--- config.mk ---
export PLATFORM = sky130hd
export DESIGN_NAME = treeval_cmd_issuer
export DESIGN_NICKNAME = d
export VERILOG_FILES = /design/src/rtl/treeval_cmd_issuer.sv
export SDC_FILE = /design/constraint.sdc
export NUM_CORES = 1
export LEC_CHECK = 0
export BUFFER_PORTS_ARGS = -buffer_cell sky130_fd_sc_hd__buf_2
export CORE_MARGIN = 2
export CORE_UTILIZATION = 50
export CTS_BUF_LIST = sky130_fd_sc_hd__clkbuf_4 sky130_fd_sc_hd__clkbuf_8
export CTS_CLUSTER_DIAMETER = 200
export DETAILED_ROUTE_END_ITERATION = 12
export HOLD_SLACK_MARGIN = 0.05
export PLACE_DENSITY = 0.81
export SLEW_MARGIN = 20
export SYNTH_ARGS = -nofsm -noshare
export SYNTH_HDL_FRONTEND = slang
export SYNTH_SLANG_ARGS = --single-unit
export TNS_END_PERCENT = 100
--- constraint.sdc ---
create_clock -name clk -period 8.3 [get_ports clk]
set_clock_uncertainty 0.1 [all_clocks]
set_input_delay 1.66 -clock clk [delete_from_list [all_inputs] [get_ports clk]]
set_output_delay 1.66 -clock clk [all_outputs]
set_load 0.01 [all_outputs]
--- src/rtl/treeval_cmd_issuer.sv ---
`default_nettype none
// ============================================================================
// Module   : treeval_cmd_issuer
// Purpose  : Host-side initiator for the treeval 64-bit command-message link.
//            Walks a node table, serializes it into SET_CONFIG, SET_NODE and
//            RUN messages over a rdy/ack handshake, then waits for the
//            controller's result message (with a timeout), acknowledges it
//            and presents the chosen action and expected reward.
// Ports    : clk, rst          - clock, asynchronous active-high reset
//            start, num_nodes  - sequence request and node count
//            node_rd_*         - node-table read port (1-cycle latency)
//            node_par/rew/act/wgt - node fields returned by the table
//            cmd_msg/rdy/ack   - outbound command message handshake
//            res_msg/rdy/ack   - inbound result message handshake
//            busy, done, err   - sequence status
//            result_act/rew    - captured result
// Revision : 1.0 - initial release
// ============================================================================
module treeval_cmd_issuer #(
    parameter int W_MSG    = 64,
    parameter int W_ADDR   = 10,
    parameter int W_REWARD = 10,
    parameter int W_ACTION = 3,
    parameter int TIMEOUT  = 4096
) (
    input  logic                clk,
    input  logic                rst,
    input  logic                start,
    input  logic [W_ADDR-1:0]   num_nodes,
    output logic                node_rd_en,
    output logic [W_ADDR-1:0]   node_rd_addr,
    input  logic [W_ADDR-1:0]   node_par,
    input  logic [W_REWARD-1:0] node_rew,
    input  logic [W_ACTION-1:0] node_act,
    input  logic [W_REWARD-1:0] node_wgt,
    output logic [W_MSG-1:0]    cmd_msg,
    output logic                cmd_rdy,
    input  logic                cmd_ack,
    input  logic [W_MSG-1:0]    res_msg,
    input  logic                res_rdy,
    output logic                res_ack,
    output logic                busy,
    output logic                done,
    output logic                err,
    output logic [W_ACTION-1:0] result_act,
    output logic [W_REWARD-1:0] result_rew
);

    localparam int c_TW = (TIMEOUT > 1) ? $clog2(TIMEOUT) : 1;

    localparam logic [2:0] c_IDLE       = 3'd0;
    localparam logic [2:0] c_SEND_CFG   = 3'd1;
    localparam logic [2:0] c_FETCH      = 3'd2;
    localparam logic [2:0] c_LATCH      = 3'd3;
    localparam logic [2:0] c_SEND_FIELD = 3'd4;
    localparam logic [2:0] c_SEND_RUN   = 3'd5;
    localparam logic [2:0] c_WAIT_RES   = 3'd6;
    localparam logic [2:0] c_DONE       = 3'd7;

    localparam logic [1:0] c_CMD_RUN  = 2'd0;
    localparam logic [1:0] c_CMD_NODE = 2'd1;
    localparam logic [1:0] c_CMD_CFG  = 2'd2;

    logic [2:0]          r_state;
    logic [2:0]          w_state_nxt;
    logic [W_ADDR-1:0]   r_num;
    logic [W_ADDR-1:0]   r_idx;
    logic [1:0]          r_fld;
    logic [W_ADDR-1:0]   r_par;
    logic [W_REWARD-1:0] r_rew;
    logic [W_ACTION-1:0] r_act;
    logic [W_REWARD-1:0] r_wgt;
    logic [W_MSG-1:0]    r_cmd_msg;
    logic                r_cmd_rdy;
    logic                r_res_ack;
    logic                r_err;
    logic [W_ACTION-1:0] r_res_act;
    logic [W_REWARD-1:0] r_res_rew;
    logic [c_TW-1:0]     r_tcnt;

    logic                w_send_st;
    logic                w_cmd_fire;
    logic                w_res_take;
    logic                w_tmo;
    logic                w_last;
    logic [W_REWARD-1:0] w_fval;
    logic [W_MSG-1:0]    w_msg;
    logic                w_unused_res;

    // Only the action and reward bits of the result message are meaningful.
    assign w_unused_res = ^res_msg[W_MSG-1:W_ACTION+W_REWARD];

    assign w_send_st  = (r_state == c_SEND_CFG) || (r_state == c_SEND_FIELD) ||
                        (r_state == c_SEND_RUN);
    assign w_cmd_fire = r_cmd_rdy & cmd_ack;
    // r_res_ack guard keeps a held res_rdy from being taken twice.
    assign w_res_take = (r_state == c_WAIT_RES) & res_rdy & ~r_res_ack;
    assign w_tmo      = (r_state == c_WAIT_RES) & ~res_rdy &
                        (r_tcnt == c_TW'(TIMEOUT - 1));
    // Last-node test avoids incrementing idx past num_nodes-1 (no wrap at 1023).
    assign w_last     = (r_idx == r_num - W_ADDR'(1));

    // ---------------------------------------------------------------- FSM
    always_ff @(posedge clk or posedge rst) begin
        if (rst) begin
            r_state <= c_IDLE;
        end else begin
            r_state <= w_state_nxt;
        end
    end

    always_comb begin
        w_state_nxt = r_state;
        case (r_state)
            c_IDLE:       if (start) w_state_nxt = c_SEND_CFG;
            c_SEND_CFG:   if (w_cmd_fire) w_state_nxt = (r_num != '0) ? c_FETCH : c_SEND_RUN;
            c_FETCH:      w_state_nxt = c_LATCH;
            c_LATCH:      w_state_nxt = c_SEND_FIELD;
            c_SEND_FIELD: if (w_cmd_fire && (r_fld == 2'd3))
                              w_state_nxt = w_last ? c_SEND_RUN : c_FETCH;
            c_SEND_RUN:   if (w_cmd_fire) w_state_nxt = c_WAIT_RES;
            c_WAIT_RES:   if (w_res_take || w_tmo) w_state_nxt = c_DONE;
            c_DONE:       w_state_nxt = c_IDLE;
            default:      w_state_nxt = c_IDLE;
        endcase
    end

    // ------------------------------------------------------ message build
    always_comb begin
        w_fval = '0;
        w_msg  = '0;
        case (r_fld)
            2'd0:    w_fval = W_REWARD'(r_par);
            2'd1:    w_fval = r_rew;
            2'd2:    w_fval = W_REWARD'(r_act);
            default: w_fval = r_wgt;
        endcase
        case (r_state)
            c_SEND_CFG: begin
                w_msg[W_MSG-1 -: 2]  = c_CMD_CFG;
                w_msg[W_ADDR-1:0]    = r_num;
            end
            c_SEND_FIELD: begin
                w_msg[W_MSG-1 -: 2]        = c_CMD_NODE;
                w_msg[W_MSG-3 -: W_ADDR]   = r_idx;
                w_msg[W_MSG-3-W_ADDR -: 2] = r_fld;
                w_msg[W_REWARD-1:0]        = w_fval;
            end
            default: w_msg[W_MSG-1 -: 2] = c_CMD_RUN;
        endcase
    end

    // ------------------------------------------------ sequencing datapath
    // A send state spends one cycle with cmd_rdy low loading the message,
    // then holds cmd_rdy high until acked; the same state re-arms for the
    // next field, so every message costs at least two cycles.
    always_ff @(posedge clk or posedge rst) begin
        if (rst) begin
            r_num     <= '0;
            r_idx     <= '0;
            r_fld     <= '0;
            r_par     <= '0;
            r_rew     <= '0;
            r_act     <= '0;
            r_wgt     <= '0;
            r_cmd_msg <= '0;
            r_cmd_rdy <= 1'b0;
        end else begin
            if ((r_state == c_IDLE) && start) begin
                r_num <= num_nodes;
                r_idx <= '0;
            end
            if (r_state == c_LATCH) begin
                r_par <= node_par;
                r_rew <= node_rew;
                r_act <= node_act;
                r_wgt <= node_wgt;
                r_fld <= 2'd0;
            end
            if (w_send_st && !r_cmd_rdy) begin
                r_cmd_rdy <= 1'b1;
                r_cmd_msg <= w_msg;
            end else if (w_cmd_fire) begin
                r_cmd_rdy <= 1'b0;
                if (r_state == c_SEND_FIELD) begin
                    r_fld <= r_fld + 2'd1;
                    if ((r_fld == 2'd3) && !w_last) r_idx <= r_idx + W_ADDR'(1);
                end
            end
        end
    end

    // ------------------------------------------------- result and timeout
    always_ff @(posedge clk or posedge rst) begin
        if (rst) begin
            r_res_ack <= 1'b0;
            r_res_act <= '0;
            r_res_rew <= '0;
            r_err     <= 1'b0;
            r_tcnt    <= '0;
        end else begin
            r_res_ack <= w_res_take;
            if (w_res_take) begin
                r_res_act <= res_msg[W_ACTION+W_REWARD-1:W_REWARD];
                r_res_rew <= res_msg[W_REWARD-1:0];
            end
            if ((r_state == c_IDLE) && start) r_err <= 1'b0;
            else if (w_tmo)                   r_err <= 1'b1;
            r_tcnt <= (r_state == c_WAIT_RES) ? r_tcnt + c_TW'(1) : '0;
        end
    end

    assign node_rd_en   = (r_state == c_FETCH);
    assign node_rd_addr = r_idx;
    assign cmd_msg      = r_cmd_msg;
    assign cmd_rdy      = r_cmd_rdy;
    assign res_ack      = r_res_ack;
    assign busy         = (r_state != c_IDLE);
    assign done         = (r_state == c_DONE);
    assign err          = r_err;
    assign result_act   = r_res_act;
    assign result_rew   = r_res_rew;

endmodule
`default_nettype wire

# Yosys cells after proc, flatten, opt, wreduce, memory -nomap -nowiden
# Cells that the tools add are included.
# op_classes
addsub,4
eq_ne,17
mux,26
bitwise,7
reduce_logical,16
# ops
cell,n
two-way mux 10 bit,5
one-hot mux 10 bit (3 select lines),1
two-way mux 12 bit,2
one-hot mux 3 bit (8 select lines),1
two-way mux 3 bit,7
one-hot mux 10 bit (2 select lines),1
adder 12 x 1 -> 12 bit (second input constant),1
equality test 12 bit (second input constant),1
equality test 3 bit (second input constant),4
adder 10 x 1 -> 10 bit (second input constant),1
equality test 10 bit,1
nonzero test 10 bit,1
subtractor 10 x 1 -> 10 bit (second input constant),1
two-way mux 2 bit,4
equality test 3 x 2 -> 1 bit (second input constant),2
inequality test 2 bit (second input constant),3
bitwise AND 1 bit,5
AND reduction 5 bit,1
equality test 2 bit (second input constant),2
logical AND 1 bit,4
two-way mux 1 bit,4
inequality test 2 x 1 -> 1 bit (second input constant),2
one-hot mux 2 bit (2 select lines),1
nonzero test 2 bit,2
other kinds (9),13
# totals
regBits,110
input_bits,112
output_inout_bits,93
elab_cells,85

# Longest topological paths before layout
# Gate-level depths: netlist (run 1).
# logic_depth
ltp_word,8
depth_mapped,11
ltp_nobuf,9

# Worst setup path after synthesis (run 1)
# OpenSTA, ideal clock, no wires.
# synth_timing
path_kind,input to register
from,in res_rdy
to,reg r_idx[7] (netlist: node_rd_addr[7])
setup_ns,0.079
t_arrival_ns,3.020
required_time_ns,8.121
slack_ns,5.101
stages,6
n_path_buf,0
cell_sequence,and3b_1 > nand4_1 > a41oi_1 > o21ai_4 > nor4_1 > mux2i_1
# synth_rtl
item,line_no,text
start: declaration,40,"input logic res_rdy,"
end signal: assignment,187,if ((r_fld == 2'd3) && !w_last) r_idx <= r_idx + W_ADDR'(1);
end: declaration,67,logic [W_ADDR-1:0] r_idx;

# Worst setup path in the final report (run 1)
# layout_timing
from,reg r_state[2]
to,out busy
# layout_via
elab_chain_cells,1
# layout_lines
item,line_no,text
start: declaration,64,logic [2:0] r_state;
start signal: assignment,106,r_state <= c_IDLE;
start signal: assignment,108,r_state <= w_state_nxt;
nonzero test 3 bit,218,assign busy = (r_state != c_IDLE);
end: declaration,42,"output logic busy,"
# Every way passes these cells.

==> qor.csv, run 1 <==
stage,metric,value,unit
setup_path,cells on worst reg2reg path,9,
placed_design,hpwl dp,8.64,mm
floorplanning,Die H,108,um
final_layout,Layout area overhead,11.9,%
outcome,outcome,"complete, no violations",
synth,syn avg cell area,11.4,um^2
synth,predominant post-synthesis flop cell,dfrtp_1,
floorplanning,Site Rows,38,
final_layout,layout cells sized above 1,0.345,
grt,total gr overflow,0,
grt,global-route wire length before repair,18.4,mm
sta,Peak Freq,304,MHz
sta,Tmin final,3.29,ns
final_layout,"commonest non-fill, non-tap cell in the layout",buf_2,
synth,register bit total from synthesis,110,
clock_network,Root Driver,clkbuf_8,
synth,Synth Instances,479,
final_layout,Finished Core Util,0.568,
pwr,Peak supply drop,0.000176,V
placed_design,PortBufs,113,
floorplanning,Initial Util,0.508,
placed_design,Placement Setup Slack,4.65,ns
route,Initial DRC Count,150,
clock_network,"Reg clk slew, reported paths",0.11,ns
final_layout,Multi-input gate area,2380,um^2
setup_path,reg-to-reg setup timing slack,5.47,ns
clock_network,Skew-Pair Late Insertion Delay,0.37,ns
pwr,Power Dens Cells,318,nW/um^2
final_layout,highest-count cells in the layout ignoring fill and taps,"buf_2, dfrtp_1, mux2_2, conb_1, nor2_1",
sta,Final WS setup,5.01,ns
sta,setup TNS,0,ns
synth,Netlist Area Pre-Place,5460,um^2
sta,fin. max-slew vios,0,
grt,initial antenna violation count,1,
route,Antenna Nets Post-Route,0,
sta,slew of the pin with the lowest slew margin,1.02,ns
sta,final hold violation count,0,
pwr,Total Power,1.94,mW
setup_path,crit path from,r_state[2],
synth,"Seq/Total Area, Yosys",0.505,
floorplanning,die area,11800,um^2
floorplanning,Core ar.,10700,um^2
floorplanning,DIE WIDTH,108,um
setup_path,critical path capture point type,primary output,
route,# DRC,0,
synth,ys async rst share,1.00,
sta,Rel. slew slack,0.318,
route,WL per Instance,16.3,um
hold_path,hold path startpoint,cmd_msg[62],
synth,number of flops mapped to enable cells by yosys,0,
final_layout,Ant. Diodes,0,
grt,GRT Overall Usage,0.201,
setup_path,reg-to-reg startpoint,r_num[0],
clock_network,# clock sinks,110,
floorplanning,I/O pins,205,
hold_path,Min-Delay Path Depth,2,
synth,Yosys cell types,59,
flow_run,maxcap violations,0,
final_layout,# fillers,942,
route,Via density,5.44,
route,Total Wirelength,11.8,mm
setup_path,Setup CP Type,flip-flop to primary output,
clock_network,post_cts resized,0,
final_layout,Register Area,2750,um^2
sta,Finish-stage setup viols,0,
grt,vias in the first global route,3827,
clock_network,CTS HTree Levels,3,
route,Initial DRT Pass Iterations,4,
sta,period utilization,0.396,
setup_path,Critical Path Fanout Max,12,
grt,largest net degree at the start of global routing,58,
clock_network,Num CTS Buffers,9,
final_layout,Layout Nets,698,
setup_path,startpoint types,flip-flop,
clock_network,clk buf depth,2,
clock_network,post-CTS setup buffers,0,
pwr,Leakage,2.91,nW
sta,RSZ-0062 raised after global routing,no,
clock_network,cts hold-fix bufs,0,
setup_path,Critical Path RT,6.54,ns
synth,YS warnings,0,
setup_path,worst path arrival time,1.53,ns
hold_path,hold endpoint,cmd_msg[62],
placed_design,GP Congestion,0.870,
route,Via Count,3936,
clock_network,CTS tree,built,
setup_path,Worst R2R End,node_rd_addr[3],
hold_path,Hold Crit Class,flip-flop to flip-flop,
-- cell type report --
class,instances,share of cell area
clock buffer,10,0.0215
clock inverter,6,0.00799
inverter,10,0.00656
multi-input combinational,332,0.389
sequential,110,0.451
tap,140,0.0287
timing repair buffer,115,0.0951
-- stage by stage --
stage                     instances  hold WS, ns  area (um^2)
final                           723        0.380         6110
after global routing            723        0.428         6110
after CTS                       723        0.385         6110
after detailed placement        707        0.358         5930
after global placement          707        0.357         5930
after floorplan                 518        0.348         5600
-- power breakdown --
| group | total [mW] | internal (mW) | switching [mW] |
|---|---|---|---|
| sequential | 0.877 | 0.714 | 0.163 |
| clock | 0.310 | 0.118 | 0.192 |
| combinational | 0.755 | 0.354 | 0.401 |
-- synthesized netlist by cell type, types with 2 or more instances --
| cell | number | area (um^2) |
|---|---|---|
| nand4b_1 | 2 | 17.5 |
| or3_1 | 4 | 25.0 |
| nand3_1 | 9 | 45.0 |
| mux2_2 | 56 | 631 |
| inv_1 | 10 | 37.5 |
| a222oi_1 | 3 | 30.0 |
| o21ai_1 | 2 | 10.0 |
| buf_6 | 4 | 45.0 |
| xnor2_1 | 12 | 105 |
| nand3b_1 | 2 | 15.0 |
| clkbuf_1 | 20 | 75.1 |
| a22o_1 | 10 | 87.6 |
| dfrtp_1 | 110 | 2750 |
| o211ai_1 | 4 | 30.0 |
| nor2_1 | 31 | 116 |
| and3_1 | 8 | 50.1 |
| mux2i_1 | 6 | 60.1 |
| a22oi_1 | 17 | 128 |
| o21ai_0 | 19 | 95.1 |
| nor3_1 | 8 | 40.0 |
| nand2b_1 | 2 | 12.5 |
| o31ai_1 | 3 | 22.5 |
| nor2b_1 | 4 | 25.0 |
| xor2_1 | 8 | 70.1 |
| ha_1 | 8 | 100 |
| and2_1 | 2 | 12.5 |
| nand4_1 | 6 | 37.5 |
| a21oi_1 | 15 | 75.1 |
| nand2_1 | 24 | 90.1 |
| buf_4 | 41 | 308 |
-- worst max path at each step --
stage	end	slack [ns]	cells after the start
floorplan	cmd_msg[0]	3.64	1
global placement	node_rd_addr[7]	4.66	7
detailed placement	node_rd_addr[7]	4.65	7
CTS	busy	5.01	2
global route	node_rd_en	4.90	3
finish	busy	5.01	2
-- critical path, stage by stage (launching register included) --
cell and delay, ns:
dfrtp_1 0.51, or3_1 0.47, buf_2 0.18
-- sequential cells by signal, indices dropped and copies added (netlist names) --
register	flops
result_act	3
r_wgt	10
result_rew	10
r_rew	10
r_fld	2
r_act	3
err	1
res_ack	1
cmd_msg	24
r_par	10
r_state	3
cmd_rdy	1
r_num	10
node_rd_addr	10
r_tcnt	12
-- cell families after synthesis --
| logic type | after synthesis | synth area share |
|---|---|---|
| flip-flops | 110 | 0.505 |
| XOR/XNOR | 20 | 0.0321 |
| buffers and inverters | 76 | 0.0862 |
| other | 1 | 0.000687 |
| AO/OA/AOI/OAI | 88 | 0.120 |
| adder cells (fa/ha/maj) | 8 | 0.0183 |
| AND/OR/NAND/NOR | 114 | 0.111 |
| multiplexers | 62 | 0.127 |
-- routing by layer --
metal  up-vias  global-route usage  part of all wire
met1      1932               0.255              0.42
met3        24              0.0651             0.078
li1       1822                   -                 -
met5         -                   0            0.0011
met4         2              0.0742             0.020
met2       156               0.324              0.48
No activity file was read; power rests on OpenSTA's default activity.
==> run 2: changes to the inputs <==
clock period = 3.2 ns   (was 8.3 ns; I/O delays follow)
==> qor.csv, run 2 (synthesis results as in run 1) <==
stage,metric,value,unit
route,Antenna Nets Post-Route,0,
route,Via Count,3886,
final_layout,Ant. Diodes,0,
setup_path,critical path capture point type,flip-flop,
final_layout,max reg flops,24,
clock_network,"Reg clk slew, reported paths",0.12,ns
clock_network,CTS tree,built,
final_layout,highest-count cells in the layout ignoring fill and taps,"buf_2, dfrtp_1, mux2_2, conb_1, nor2_1",
sta,period utilization,0.886,
pwr,Total Power,5.06,mW
route,Initial DRT Pass Iterations,5,
setup_path,Critical Path Fanout Max,13,
pwr,Leakage,2.93,nW
grt,vias in the first global route,3681,
route,Initial DRC Count,199,
final_layout,"commonest non-fill, non-tap cell in the layout",buf_2,
sta,slew of the pin with the lowest slew margin,0.893,ns
floorplanning,Core ar.,10700,um^2
floorplanning,Site Rows,38,
floorplanning,DIE WIDTH,108,um
route,Via density,5.35,
outcome,outcome,"complete, no violations",
setup_path,Setup CP Type,flip-flop to flip-flop,
setup_path,reg-to-reg setup timing slack,0.37,ns
setup_path,CP max-delay cell,dfrtp_1,
route,# DRC,0,
clock_network,CTS HTree Levels,3,
setup_path,Critical Path RT,3.36,ns
clock_network,Skew-Pair Late Insertion Delay,0.38,ns
sta,Peak Freq,353,MHz
sta,final hold violation count,0,
clock_network,post-CTS setup buffers,0,
floorplanning,die area,11800,um^2
pwr,Power Dens Cells,821,nW/um^2
setup_path,crit-path max cell delay,0.48,ns
floorplanning,I/O pins,205,
setup_path,CP cell instances,"inv_1, ha_1, o21ba_1, a221o_1, a2111oi_4, o211ai_2, o21ai_4, nor4_1, mux2i_1",
final_layout,Layout Nets,702,
clock_network,Num CTS Buffers,9,
route,WL per Instance,15.5,um
sta,fin. max-slew vios,0,
floorplanning,Die H,108,um
grt,total gr overflow,0,
pwr,Peak supply drop,0.000478,V
sta,Tmin final,2.83,ns
setup_path,reg-to-reg startpoint,r_num[0],
grt,GRT Overall Usage,0.197,
flow_run,maxcap violations,0,
setup_path,cells on worst reg2reg path,9,
final_layout,Layout area overhead,13.1,%
sta,RSZ-0062 raised after global routing,no,
grt,global-route wire length before repair,18.0,mm
route,Total Wirelength,11.3,mm
clock_network,Root Driver,clkbuf_8,
hold_path,Hold Crit Class,input port to asynchronous set/reset pin,
sta,setup TNS,0,ns
sta,Finish-stage setup viols,0,
sta,Rel. slew slack,0.405,
placed_design,dpl cells,711,
clock_network,post_cts resized,0,
placed_design,GP Congestion,0.836,
setup_path,Worst R2R End,node_rd_addr[7],
setup_path,worst path arrival time,2.99,ns
clock_network,cts hold-fix bufs,0,
grt,initial antenna violation count,0,
floorplanning,Initial Util,0.508,
clock_network,# clock sinks,110,
setup_path,startpoint types,flip-flop,
final_layout,layout cells sized above 1,0.349,
grt,largest net degree at the start of global routing,60,
final_layout,Layout Cells excl Fill,727,
setup_path,crit path from,r_num[0],
clock_network,clk buf depth,2,
placed_design,hpwl dp,8.48,mm
placed_design,PortBufs,113,
[run 2: cell types whose count changed in the layout (fill, tap and decap cells not counted)]
cell	before	now
clkinv_4	0	1
buf_12	0	1
clkinv_8	0	1
clkinv_2	1	0
clkinvlp_4	0	2
inv_8	0	3
inv_4	1	0
clkbuf_4	1	0
inv_6	5	1
buf_4	2	5
[run 2: critical path: cells and delay by family (launching register included)]
family                   cells  cell delay, ns
AND/OR/NAND/NOR              1            0.14
adder cells (fa/ha/maj)      1            0.30
multiplexers                 1            0.13
flip-flops                   1            0.48
buffers and inverters        1            0.07
AO/OA/AOI/OAI                5            1.50
[run 2: how the worst max path moves through the flow]
| stage | cells after the start | slack, ns | end |
|---|---|---|---|
| after CTS | 9 | 0.35 | node_rd_addr[7] |
| after floorplan | 11 | 0.71 | node_rd_addr[0] |
| after detailed placement | 9 | 0.39 | node_rd_addr[7] |
| after global routing | 9 | 0.21 | node_rd_addr[9] |
| final | 9 | 0.37 | node_rd_addr[7] |
| after global placement | 9 | 0.46 | node_rd_addr[3] |
[run 2: layer usage]
layer  share of wire  GRT usage
met1            0.42      0.254
met3           0.085     0.0681
met5               0          0
met2            0.48      0.317
met4           0.013     0.0540
[run 2: cell type report]
cell class	instances	area [um^2]
Fill cell	920	4580
Sequential cell	110	2750
Multi-Input combinational cell	332	2380
Timing Repair Buffer	119	623
Tap cell	140	175
Clock buffer	9	124
Clock inverter	7	75.1
Inverter	10	41.3
[run 2: where the power goes]
part / switching, mW / leakage, nW / total (mW) / internal [mW]
logic: 1.03 / 1.44 / 1.97 / 0.935
registers: 0.417 / 1.40 / 2.27 / 1.85
clock network: 0.518 / 0.0985 / 0.829 / 0.311
total: 1.97 / 2.93 / 5.06 / 3.10
[run 2: through the flow]
stage          worst slack [ns]  instance area, um^2   util  hold WS (ns)
6_report                  0.365                 6170  0.574         0.204
5_1_grt                   0.210                 6170  0.574         0.218
4_1_cts                   0.353                 6170  0.574         0.212
3_5_place_dp              0.390                 5970  0.556         0.363
3_3_place_gp              0.460                 5970  0.556         0.357
2_1_floorplan             0.708                 5610      -         0.348
==> run 3: changes to the inputs <==
==> constraint.sdc (replaced) <==
create_clock -name clk -period 3.2 [get_ports clk]
set_clock_uncertainty 0.1 [all_clocks]
set_input_delay 0.32 -clock clk [delete_from_list [all_inputs] [get_ports clk]]
set_output_delay 0.32 -clock clk [all_outputs]
set_load 0.01 [all_outputs]
==> qor.csv, run 3 (synthesis results as in run 1) <==
stage,metric,value,unit
pwr,Total Power,5.18,mW
route,# DRC,0,
sta,period utilization,0.875,
clock_network,"Reg clk slew, reported paths",0.11,ns
sta,Tmin final,2.80,ns
sta,Rel. slew slack,0.384,
route,Total Wirelength,12.1,mm
final_layout,"commonest non-fill, non-tap cell in the layout",buf_2,
route,Initial DRT Pass Iterations,4,
pwr,Leakage,3.06,nW
grt,total gr overflow,0,
pwr,Power Dens Cells,801,nW/um^2
clock_network,# clock sinks,110,
final_layout,Layout area overhead,18.5,%
sta,Finish-stage setup viols,0,
sta,slew of the pin with the lowest slew margin,0.922,ns
final_layout,layout cells sized above 1,0.330,
setup_path,startpoint types,flip-flop,
placed_design,hpwl dp,8.31,mm
pwr,Reg power frac,0.439,
clock_network,Skew-Pair Late Insertion Delay,0.39,ns
floorplanning,Die H,108,um
route,Via density,5.28,
sta,RSZ-0062 raised after global routing,no,
floorplanning,Initial Util,0.508,
setup_path,Critical Path RT,3.36,ns
grt,global-route wire length before repair,19.4,mm
sta,fin. max-slew vios,0,
floorplanning,DIE WIDTH,108,um
final_layout,Layout Nets,730,
placed_design,GP Congestion,0.839,
setup_path,worst path arrival time,2.96,ns
pwr,Internal Power,3.19,mW
floorplanning,Core ar.,10700,um^2
hold_path,Min-Delay Path Depth,2,
sta,setup TNS,0,ns
floorplanning,die area,11800,um^2
clock_network,CTS HTree Levels,3,
hold_path,Hold Crit Class,input port to flip-flop,
final_layout,max reg flops,24,
sta,Peak Freq,357,MHz
placed_design,PortBufs,113,
final_layout,# fillers,884,
route,WL per Instance,16.0,um
setup_path,cells on worst reg2reg path,9,
route,Antenna Nets Post-Route,0,
grt,vias in the first global route,3983,
floorplanning,Site Rows,38,
grt,largest net degree at the start of global routing,111,
route,Initial DRC Count,137,
setup_path,reg-to-reg startpoint,r_num[0],
final_layout,Ant. Diodes,0,
hold_path,hold path startpoint,node_wgt[1],
clock_network,Num CTS Buffers,9,
pwr,clock power share,0.174,
route,Via Count,3985,
pwr,sw frac,0.384,
flow_run,maxcap violations,0,
setup_path,crit path from,r_num[0],
sta,final hold violation count,0,
setup_path,Setup CP Type,flip-flop to flip-flop,
grt,initial antenna violation count,1,
placed_design,Post-DP Area,5960,um^2
pwr,switching power,1.99,mW
floorplanning,I/O pins,205,
pwr,Comb pwr share,0.387,
clock_network,CTS tree,built,
final_layout,fin area,6470,um^2
outcome,outcome,"complete, no violations",
clock_network,clk buf depth,2,
setup_path,Critical Path Fanout Max,13,
clock_network,Root Driver,clkbuf_8,
grt,GRT Overall Usage,0.215,
setup_path,critical path capture point type,flip-flop,
pwr,Peak supply drop,0.000475,V
final_layout,highest-count cells in the layout ignoring fill and taps,"buf_2, dfrtp_1, mux2_2, conb_1, nor2_1",
==> run 3: layer usage <==
metal / share of wire / track usage / vias to the layer above
met4: 0.013 / 0.0723 / 2
li1: - / - / 1879
met3: 0.063 / 0.0627 / 15
met5: 0.0011 / 0 / -
met1: 0.42 / 0.266 / 1965
met2: 0.50 / 0.360 / 124
==> run 3: per-stage QoR <==
step	worst slack [ns]	hold slack (ns)	utilization	instances
after global placement	0.472	0.356	0.554	709
after detailed placement	0.433	0.364	0.554	709
after CTS	0.405	0.0502	0.595	748
final	0.401	0.0668	0.602	755
after floorplan	0.708	0.316	-	518
after global routing	0.217	0.0518	0.602	755
==> run 3: cell type report <==
class	instances	area, um^2	share of cell area
Timing Repair Buffer	147	908	0.140
Inverter	10	41.3	0.00639
Multi-Input combinational cell	332	2380	0.368
Tap cell	140	175	0.0271
Clock inverter	7	86.3	0.0134
Sequential cell	110	2750	0.426
Clock buffer	9	124	0.0192
==> run 3: timing repair <==
action,CTS,global route
gates resized for setup,0,0
setup buffers,0,0
hold buffers,23,7
endpoints found under the hold margin,132,7
endpoints found under the setup margin,0,0
==> run 3: worst paths after layout <==
path | slack (ns) | endpoint
min in group asynchronous | 0.53 | r_rew[3]
setup / recovery | 0.40 | node_rd_addr[7]
setup reg to reg | 0.40 | node_rd_addr[7]
max in group asynchronous | 2.02 | node_rd_addr[0]
hold / removal | 0.07 | r_wgt[1]
hold reg to reg | 0.38 | cmd_msg[63]
==> run 3: power groups by stage <==
| stage | clock, mW | sequential (mW) | combinational, mW |
|---|---|---|---|
| 6_report | 0.900 | 2.27 | 2.01 |
| 5_1_grt | 0.989 | 2.34 | 2.22 |
| 4_1_cts | 0.918 | 2.26 | 1.99 |
| 3_5_place_dp | 0 | 2.29 | 1.97 |
| 3_3_place_gp | 0 | 2.26 | 1.89 |
| 2_1_floorplan | 0 | 2.20 | 1.54 |
==> run 3: worst max-delay path, stage by stage (launching register included) <==
cell       delay, ns
dfrtp_1         0.49
inv_1           0.07
ha_1            0.30
o21ba_1         0.21
a221o_1         0.38
a2111oi_4       0.31
o211ai_2        0.19
o21ai_4         0.37
nor4_1          0.13
mux2i_1         0.14
